File: config.mk
export PLATFORM = sky130hd
export DESIGN_NAME = ofs_fim_eth_pause_ctrl
export DESIGN_NICKNAME = d
export VERILOG_FILES = /design/src/rtl/ofs_fim_eth_pause_ctrl.sv
export SDC_FILE = /design/constraint.sdc
export NUM_CORES = 1
export LEC_CHECK = 0
export BUFFER_PORTS_ARGS = -buffer_cell sky130_fd_sc_hd__buf_2
export CORE_UTILIZATION = 40
export CTS_CLUSTER_SIZE = 30
export DETAILED_ROUTE_END_ITERATION = 10
export HOLD_SLACK_MARGIN = 0.12
export PLACE_DENSITY = 0.68
export RECOVER_POWER = 50
export SYNTH_ARGS = -nofsm -noshare
export SYNTH_HDL_FRONTEND = slang
export SYNTH_SLANG_ARGS = --single-unit
File: constraint.sdc
create_clock -name i_clk -period 5.5 [get_ports i_clk]
set_input_delay 0.275 -clock i_clk [delete_from_list [all_inputs] [get_ports i_clk]]
set_output_delay 0.275 -clock i_clk [all_outputs]
set_load 0.05 [all_outputs]
File: src/rtl/ofs_fim_eth_pause_ctrl.sv
// ============================================================================
// ofs_fim_eth_pause_ctrl
//
// Multi-channel flow-control sideband generator sitting between the AFU /
// HE-HSSI and the Ethernet MAC pause/PFC inputs. Per-channel level requests
// are turned into MAC-compliant signals:
//   - link pause: one-cycle XOFF pulses, periodic XOFF refresh while held,
//     an XON pulse on release, with a minimum spacing between pulses;
//   - PFC: per-priority XOFF levels with release hysteresis.
// Each channel also keeps a saturating count of XOFF pulses it has issued.
//
// Ports:
//   i_clk        single clock for the whole block
//   i_rst        synchronous reset, active-high
//   i_enable     [NUM_CH]           per-channel flow-control enable
//   i_req_xoff   [NUM_CH]           link-pause request level
//   i_req_pfc    [NUM_CH*NUM_PRIO]  PFC request levels, ch c at [c*NUM_PRIO +: NUM_PRIO]
//   i_cnt_clr    synchronous clear of all statistics counters
//   o_pause_xoff [NUM_CH]           XOFF pulse to MAC
//   o_pause_xon  [NUM_CH]           XON pulse to MAC
//   o_pfc_xoff   [NUM_CH*NUM_PRIO]  PFC XOFF levels to MAC, same packing as i_req_pfc
//   o_xoff_cnt   [NUM_CH*CNT_W]     XOFF pulses issued, ch c at [c*CNT_W +: CNT_W]
// ============================================================================
module ofs_fim_eth_pause_ctrl #(
    parameter int NUM_CH         = 4,
    parameter int NUM_PRIO       = 8,
    parameter int REFRESH_CYCLES = 1024,
    parameter int MIN_GAP        = 16,
    parameter int PFC_HOLD       = 64,
    parameter int CNT_W          = 16
) (
    input  logic                         i_clk,
    input  logic                         i_rst,
    input  logic [NUM_CH-1:0]            i_enable,
    input  logic [NUM_CH-1:0]            i_req_xoff,
    input  logic [NUM_CH*NUM_PRIO-1:0]   i_req_pfc,
    input  logic                         i_cnt_clr,
    output logic [NUM_CH-1:0]            o_pause_xoff,
    output logic [NUM_CH-1:0]            o_pause_xon,
    output logic [NUM_CH*NUM_PRIO-1:0]   o_pfc_xoff,
    output logic [NUM_CH*CNT_W-1:0]      o_xoff_cnt
);

    localparam int TMR_W  = (REFRESH_CYCLES > 1) ? $clog2(REFRESH_CYCLES) : 1;
    localparam int GAP_W  = $clog2(MIN_GAP + 1);
    localparam int HOLD_W = (PFC_HOLD > 0) ? $clog2(PFC_HOLD + 1) : 1;

    localparam logic [TMR_W-1:0]  TMR_RELOAD = TMR_W'(REFRESH_CYCLES - 1);
    localparam logic [TMR_W-1:0]  TMR_ONE    = TMR_W'(1);
    localparam logic [GAP_W-1:0]  GAP_SAT    = GAP_W'(MIN_GAP);
    localparam logic [GAP_W-1:0]  GAP_OK     = GAP_W'(MIN_GAP - 1);
    localparam logic [GAP_W-1:0]  GAP_ONE    = GAP_W'(1);
    localparam logic [HOLD_W-1:0] HOLD_LOAD  = HOLD_W'(PFC_HOLD);
    localparam logic [HOLD_W-1:0] HOLD_ONE   = HOLD_W'(1);
    localparam logic [CNT_W-1:0]  CNT_MAX    = '1;
    localparam logic [CNT_W-1:0]  CNT_ONE    = CNT_W'(1);

    typedef enum logic [1:0] {
        ST_IDLE     = 2'd0,
        ST_HOLD     = 2'd1,
        ST_XON_PEND = 2'd2
    } state_t;

    // ------------------------------------------------------------------------
    // Link pause: one independent FSM + timers per channel
    // ------------------------------------------------------------------------
    for (genvar c = 0; c < NUM_CH; c++) begin : g_ch
        state_t           r_state;
        state_t           w_next_state;
        logic [TMR_W-1:0] r_timer;
        logic [GAP_W-1:0] r_gap;
        logic             r_xoff;
        logic             r_xon;
        logic [CNT_W-1:0] r_cnt;
        logic             w_want;
        logic             w_gap_ok;
        logic             w_fire_xoff;
        logic             w_fire_xon;

        assign w_want   = i_enable[c] & i_req_xoff[c];
        // Pulse i at edge t clears the counter; it reaches MIN_GAP-1 at edge
        // t+MIN_GAP-1, so the next pulse lands MIN_GAP cycles later.
        assign w_gap_ok = (r_gap >= GAP_OK);

        // State register.
        always_ff @(posedge i_clk) begin
            if (i_rst) begin
                r_state <= ST_IDLE;
            end else begin
                r_state <= w_next_state;
            end
        end

        // Next-state logic. A release always passes through XON_PEND, so the
        // XON is at least one cycle after the drop and a quick re-assert
        // cancels it without disturbing the refresh schedule.
        always_comb begin
            w_next_state = r_state;
            case (r_state)
                ST_IDLE: begin
                    if (w_want && w_gap_ok) begin
                        w_next_state = ST_HOLD;
                    end
                end
                ST_HOLD: begin
                    if (!w_want) begin
                        w_next_state = ST_XON_PEND;
                    end
                end
                ST_XON_PEND: begin
                    if (w_want) begin
                        w_next_state = ST_HOLD;
                    end else if (w_gap_ok) begin
                        w_next_state = ST_IDLE;
                    end
                end
                default: w_next_state = ST_IDLE;
            endcase
        end

        // Pulse decisions for the current state; these get registered below.
        always_comb begin
            w_fire_xoff = 1'b0;
            w_fire_xon  = 1'b0;
            case (r_state)
                ST_IDLE:     w_fire_xoff = w_want & w_gap_ok;
                ST_HOLD:     w_fire_xoff = w_want & (r_timer == '0) & w_gap_ok;
                ST_XON_PEND: w_fire_xon  = ~w_want & w_gap_ok;
                default:     ;
            endcase
        end

        // Registered pulses, refresh timer, gap counter and XOFF statistics.
        // The timer free-runs down between reloads so HOLD/XON_PEND bounces
        // keep the original refresh cadence.
        always_ff @(posedge i_clk) begin
            if (i_rst) begin
                r_xoff  <= 1'b0;
                r_xon   <= 1'b0;
                r_timer <= '0;
                r_gap   <= GAP_SAT;
                r_cnt   <= '0;
            end else begin
                r_xoff <= w_fire_xoff;
                r_xon  <= w_fire_xon;

                if (w_fire_xoff) begin
                    r_timer <= TMR_RELOAD;
                end else if (r_timer != '0) begin
                    r_timer <= r_timer - TMR_ONE;
                end

                if (w_fire_xoff || w_fire_xon) begin
                    r_gap <= '0;
                end else if (r_gap != GAP_SAT) begin
                    r_gap <= r_gap + GAP_ONE;
                end

                if (i_cnt_clr) begin
                    r_cnt <= '0;
                end else if (w_fire_xoff && (r_cnt != CNT_MAX)) begin
                    r_cnt <= r_cnt + CNT_ONE;
                end
            end
        end

        assign o_pause_xoff[c]              = r_xoff;
        assign o_pause_xon[c]               = r_xon;
        assign o_xoff_cnt[c*CNT_W +: CNT_W] = r_cnt;
    end

    // ------------------------------------------------------------------------
    // PFC: per-priority level with release hysteresis
    // ------------------------------------------------------------------------
    for (genvar c = 0; c < NUM_CH; c++) begin : g_pfc_ch
        for (genvar p = 0; p < NUM_PRIO; p++) begin : g_pfc_prio
            localparam int IDX = c * NUM_PRIO + p;

            logic [HOLD_W-1:0] r_hold;
            logic [HOLD_W-1:0] w_hold_next;
            logic              r_req_d;
            logic              r_pfc;

            // Disable wipes the hold; otherwise a falling request arms it.
            always_comb begin
                w_hold_next = r_hold;
                if (!i_enable[c]) begin
                    w_hold_next = '0;
                end else if (r_req_d && !i_req_pfc[IDX]) begin
                    w_hold_next = HOLD_LOAD;
                end else if (r_hold != '0) begin
                    w_hold_next = r_hold - HOLD_ONE;
                end
            end

            // The output uses the next hold value so the fall cycle itself
            // stays high and the level has no gap at the request edge.
            always_ff @(posedge i_clk) begin
                if (i_rst) begin
                    r_hold  <= '0;
                    r_req_d <= 1'b0;
                    r_pfc   <= 1'b0;
                end else begin
                    r_hold  <= w_hold_next;
                    r_req_d <= i_req_pfc[IDX];
                    r_pfc   <= i_enable[c] & (i_req_pfc[IDX] | (w_hold_next != '0));
                end
            end

            assign o_pfc_xoff[IDX] = r_pfc;
        end
    end

endmodule

==> metrics.cfg <==
[outcome]
status = complete, but fails checks
violations = capacitance limit, slew limit

[sta]
skew_ps = 17.9
max_freq_mhz = 270
worst_pin_slew_ps = 2150
finalCritPeriodShare_pct = 67.3
finalCriticalPeriod_ps = 3700
finalHoldViolCount = 0
max_slew_margin_pct = -43.4
setup_viol = 0
rsz0062_at_grt = no
worst_slack_ps = 1800
finalMaxSlewViolations = 48
setup_tns_ps = 0
worst_hold_slack_ps = 164

[route]
drt_iter0_markers = 826
routed_via_density = 5.29
num_vias = 17400
drc = 0
drt-pass1-iter-count = 5
wire_per_inst_um = 13.7
drt-total-wl_mm = 44.9
ant_nets = 0

[floorplan]
dieWidth_um = 229
fp.dieH_um = 229
coreArea_um2 = 50600
start_util_pct = 40.8
pin_count = 147
rows = 82
die_area_um2 = 52600

[logic_synthesis]
synth_top_area_share_pct = 41.5
avgSynthCellArea_um2 = 8.49
synth-edff-count = 0
synth-warning-count = 0
ys_ff_latch = 428
synth.yosys.seq_area_share_pct = 41.5
syn_nets = 2564
synth_area_um2 = 20700
synth_top_flop_cell = dfxtp_1
yosys.area.top_type = dfxtp_1
ys_types = 78
synthArstFlopShare_pct = 0
yosys-top-cells-area = dfxtp_1, nor2_1, ha_1, xnor2_1, nand2_1
syn_inst = 2433

[cts]
post-cts-setup-buffers = 0
clock_latency_ps = 580
clockBufferDepth = 3
htree_levels = 2
clock-root-buffer = clkbuf_16
clk_pin_slew_ps = 60
cts_tree = done
cts_sinks = 428
cts_buffers = 48

[worst_setup_path]
r2r_start = g_ch[2].r_gap[1]$_SDFFE_PP0P_
rrSetupSlack_ps = 2520
arrival_ps = 4170
r2r-end = g_ch[2].r_cnt[12]$_SDFFE_PP0P_
end_kind = flip-flop
cp-start-kind = input pin
critPathKind = in2reg
r2r_cells = 8
critical_path_required_ps = 5970
critPathMaxFanout = 47

[global_routing]
grt_pass1_wl_mm = 77.0
grt_pass1_vias = 16800
track_usage_pct = 17.0
antenna_found_initial = 0
grt_max_degree = 48
overflow = 0

[pwr]
power_uw = 16900
p_leak_uw = 0.00932
p_switching_uw = 7230
clock_power_share_pct = 19.2
intPower_uw = 9630
power_frac_comb_pct = 50.4
swShare_pct = 42.9
ir_drop_mv = 0.289
p_per_area_nw_per_um2 = 713
seqPwrFrac_pct = 30.4

[worst_hold_path]
hp-start = i_rst
min_to = g_pfc_ch[0].g_pfc_prio[1].r_req_d$_SDFF_PP0_
worst_hold_path_type = in2reg
hold_depth = 2

[placement]
dp_hpwl_mm = 31.8
place_area_um2 = 21800
io_buffers = 146
pre_cts_slack_ps = 2550
gp_congestion = 0.881

[layout]
design_area_um2 = 23600
area.growth.synth_to_final_pct = 14.4
seqCellArea_um2 = 8570
num_antenna_cells = 0
fin_nets = 2710
fill_cells = 4849
final_layout_size_suffix_gt1_share_pct = 5.74
multiInputGateArea_um2 = 11100

[run]
maxCapViolations = 1

## power by group through the flow
stage          Clock (µW)  Sequential (µW)  Combinational, µW
2_1_floorplan           0             4870               7310
3_3_place_gp            0             5100               8090
3_5_place_dp            0             5160               8430
4_1_cts              3330             5110               8540
5_1_grt              3460             5290               9660
6_report             3240             5120               8500
## cell usage after synthesis (5+ instances only)
library cell  number
dfxtp_1          428
nor2_1           344
nand2_1          207
a21oi_1          130
xnor2_1          115
inv_1            111
nand3_1           92
ha_1              88
nor3_1            87
xor2_1            80
clkbuf_1          60
o21ai_0           57
nor2b_1           49
nand4_1           47
or3_1             47
nand2b_1          45
buf_4             40
a31oi_1           31
a211oi_1          30
nor4_1            30
nand3b_1          24
nand4b_1          21
mux2i_1           18
a41oi_1           17
o31ai_1           17
and4_1            16
nor3b_1           15
o21bai_1          15
and3_1            14
o31a_1            13
o2111ai_1         12
o211ai_1          10
or4_1              9
a211o_1            8
and2_1             8
a2111oi_0          7
nor4b_1            6
o22ai_1            6
or2_2              6
and3b_1            5
## flip-flops by register name, indices dropped and copies added, names as in the netlist
name / cells
g_ch.r_xoff: 4
g_ch.r_state: 8
g_pfc_ch.g_pfc_prio.r_req_d: 32
g_pfc_ch.g_pfc_prio.r_hold: 224
g_ch.r_gap: 20
g_ch.r_cnt: 64
g_ch.r_timer: 40
g_ch.r_xon: 4
g_pfc_ch.g_pfc_prio.r_pfc: 32
## layout by cell type (no fill, tap or decap), drive strengths merged, types with 8 or more instances in the layout
cell type / n
clkinv: 13
o21ai: 57
and3: 14
nand4b: 21
nand4: 47
ha: 88
dfxtp: 428
buf: 45
o21bai: 15
nor2b: 49
o31a: 13
and2: 8
o31ai: 19
nor4: 30
nand3b: 24
clkbuf: 172
dlygate4sd3: 44
or4: 11
inv: 112
nor3b: 15
nand3: 92
and4: 16
a41oi: 17
nor3: 87
nand2b: 45
a211o: 8
o2111ai: 12
o211ai: 10
a211oi: 31
mux2i: 18
xor2: 80
or3: 50
a31oi: 31
xnor2: 115
a21oi: 130
nor2: 344
nand2: 207
## how the worst max path moves through the flow
| stage | endpoint | startpoint | depth (start not counted) |
|---|---|---|---|
| after global routing | g_ch[2].r_state[1]$_SDFFE_PP0P_ | i_rst | 5 |
| after CTS | g_ch[2].r_cnt[12]$_SDFFE_PP0P_ | g_ch[2].r_gap[1]$_SDFFE_PP0P_ | 8 |
| after detailed placement | g_ch[2].r_cnt[12]$_SDFFE_PP0P_ | g_ch[2].r_gap[1]$_SDFFE_PP0P_ | 8 |
| final | g_ch[2].r_state[1]$_SDFFE_PP0P_ | i_rst | 5 |
| after global placement | g_ch[2].r_cnt[12]$_SDFFE_PP0P_ | g_ch[2].r_gap[1]$_SDFFE_PP0P_ | 8 |
| after floorplan | g_ch[0].r_cnt[0]$_SDFFE_PP0P_ | g_ch[0].r_cnt[0]$_SDFFE_PP0P_ | 8 |
## per-stage QoR
step / util (%) / std cells
5_1_grt: 46.7 / 3287
6_report: 46.7 / 3287
3_3_place_gp: 43.0 / 3157
2_1_floorplan: - / 2433
3_5_place_dp: 43.0 / 3157
4_1_cts: 47.0 / 3287
## per-layer routing
layer  wire, µm  track usage [%]  part of all wire, %
met1      20400             21.1                   45
met2      20700             28.6                   46
met3       2520             3.81                  5.6
met4       1300             6.33                  2.9
met5          0                0                    0
## cells by family (layout without fill, tap and decap cells)
| group | Yosys count | count (layout) | share of synthesized area [%] |
|---|---|---|---|
| simple gates | 1090 | 1090 | 26.5 |
| buf+inv | 213 | 395 | 4.60 |
| compound gates | 398 | 398 | 12.8 |
| xor+xnor | 195 | 195 | 8.27 |
| flops | 428 | 428 | 41.5 |
| mux | 21 | 21 | 1.04 |
| fa+ha+maj | 88 | 88 | 5.33 |
## layout make-up
cell class | count | area share, %
multi-input cells | 1792 | 47.1
flip-flops and latches | 428 | 36.3
clock buffers | 63 | 5.57
repair buffers | 198 | 4.60
well taps | 672 | 3.56
inverters | 111 | 1.76
clock inverters | 23 | 1.12
## critical path, cell delays in order
cell           delay, ps
buf_4                420
clkbuf_1            1580
clkbuf_1            1160
a211oi_1              80
dlygate4sd3_1        620
## what timing repair did
item	in CTS	in global routing
endpoints found under the hold margin	113	0
hold buffers	44	0
resized for setup	0	0
(Power assumes the default switching activity.)
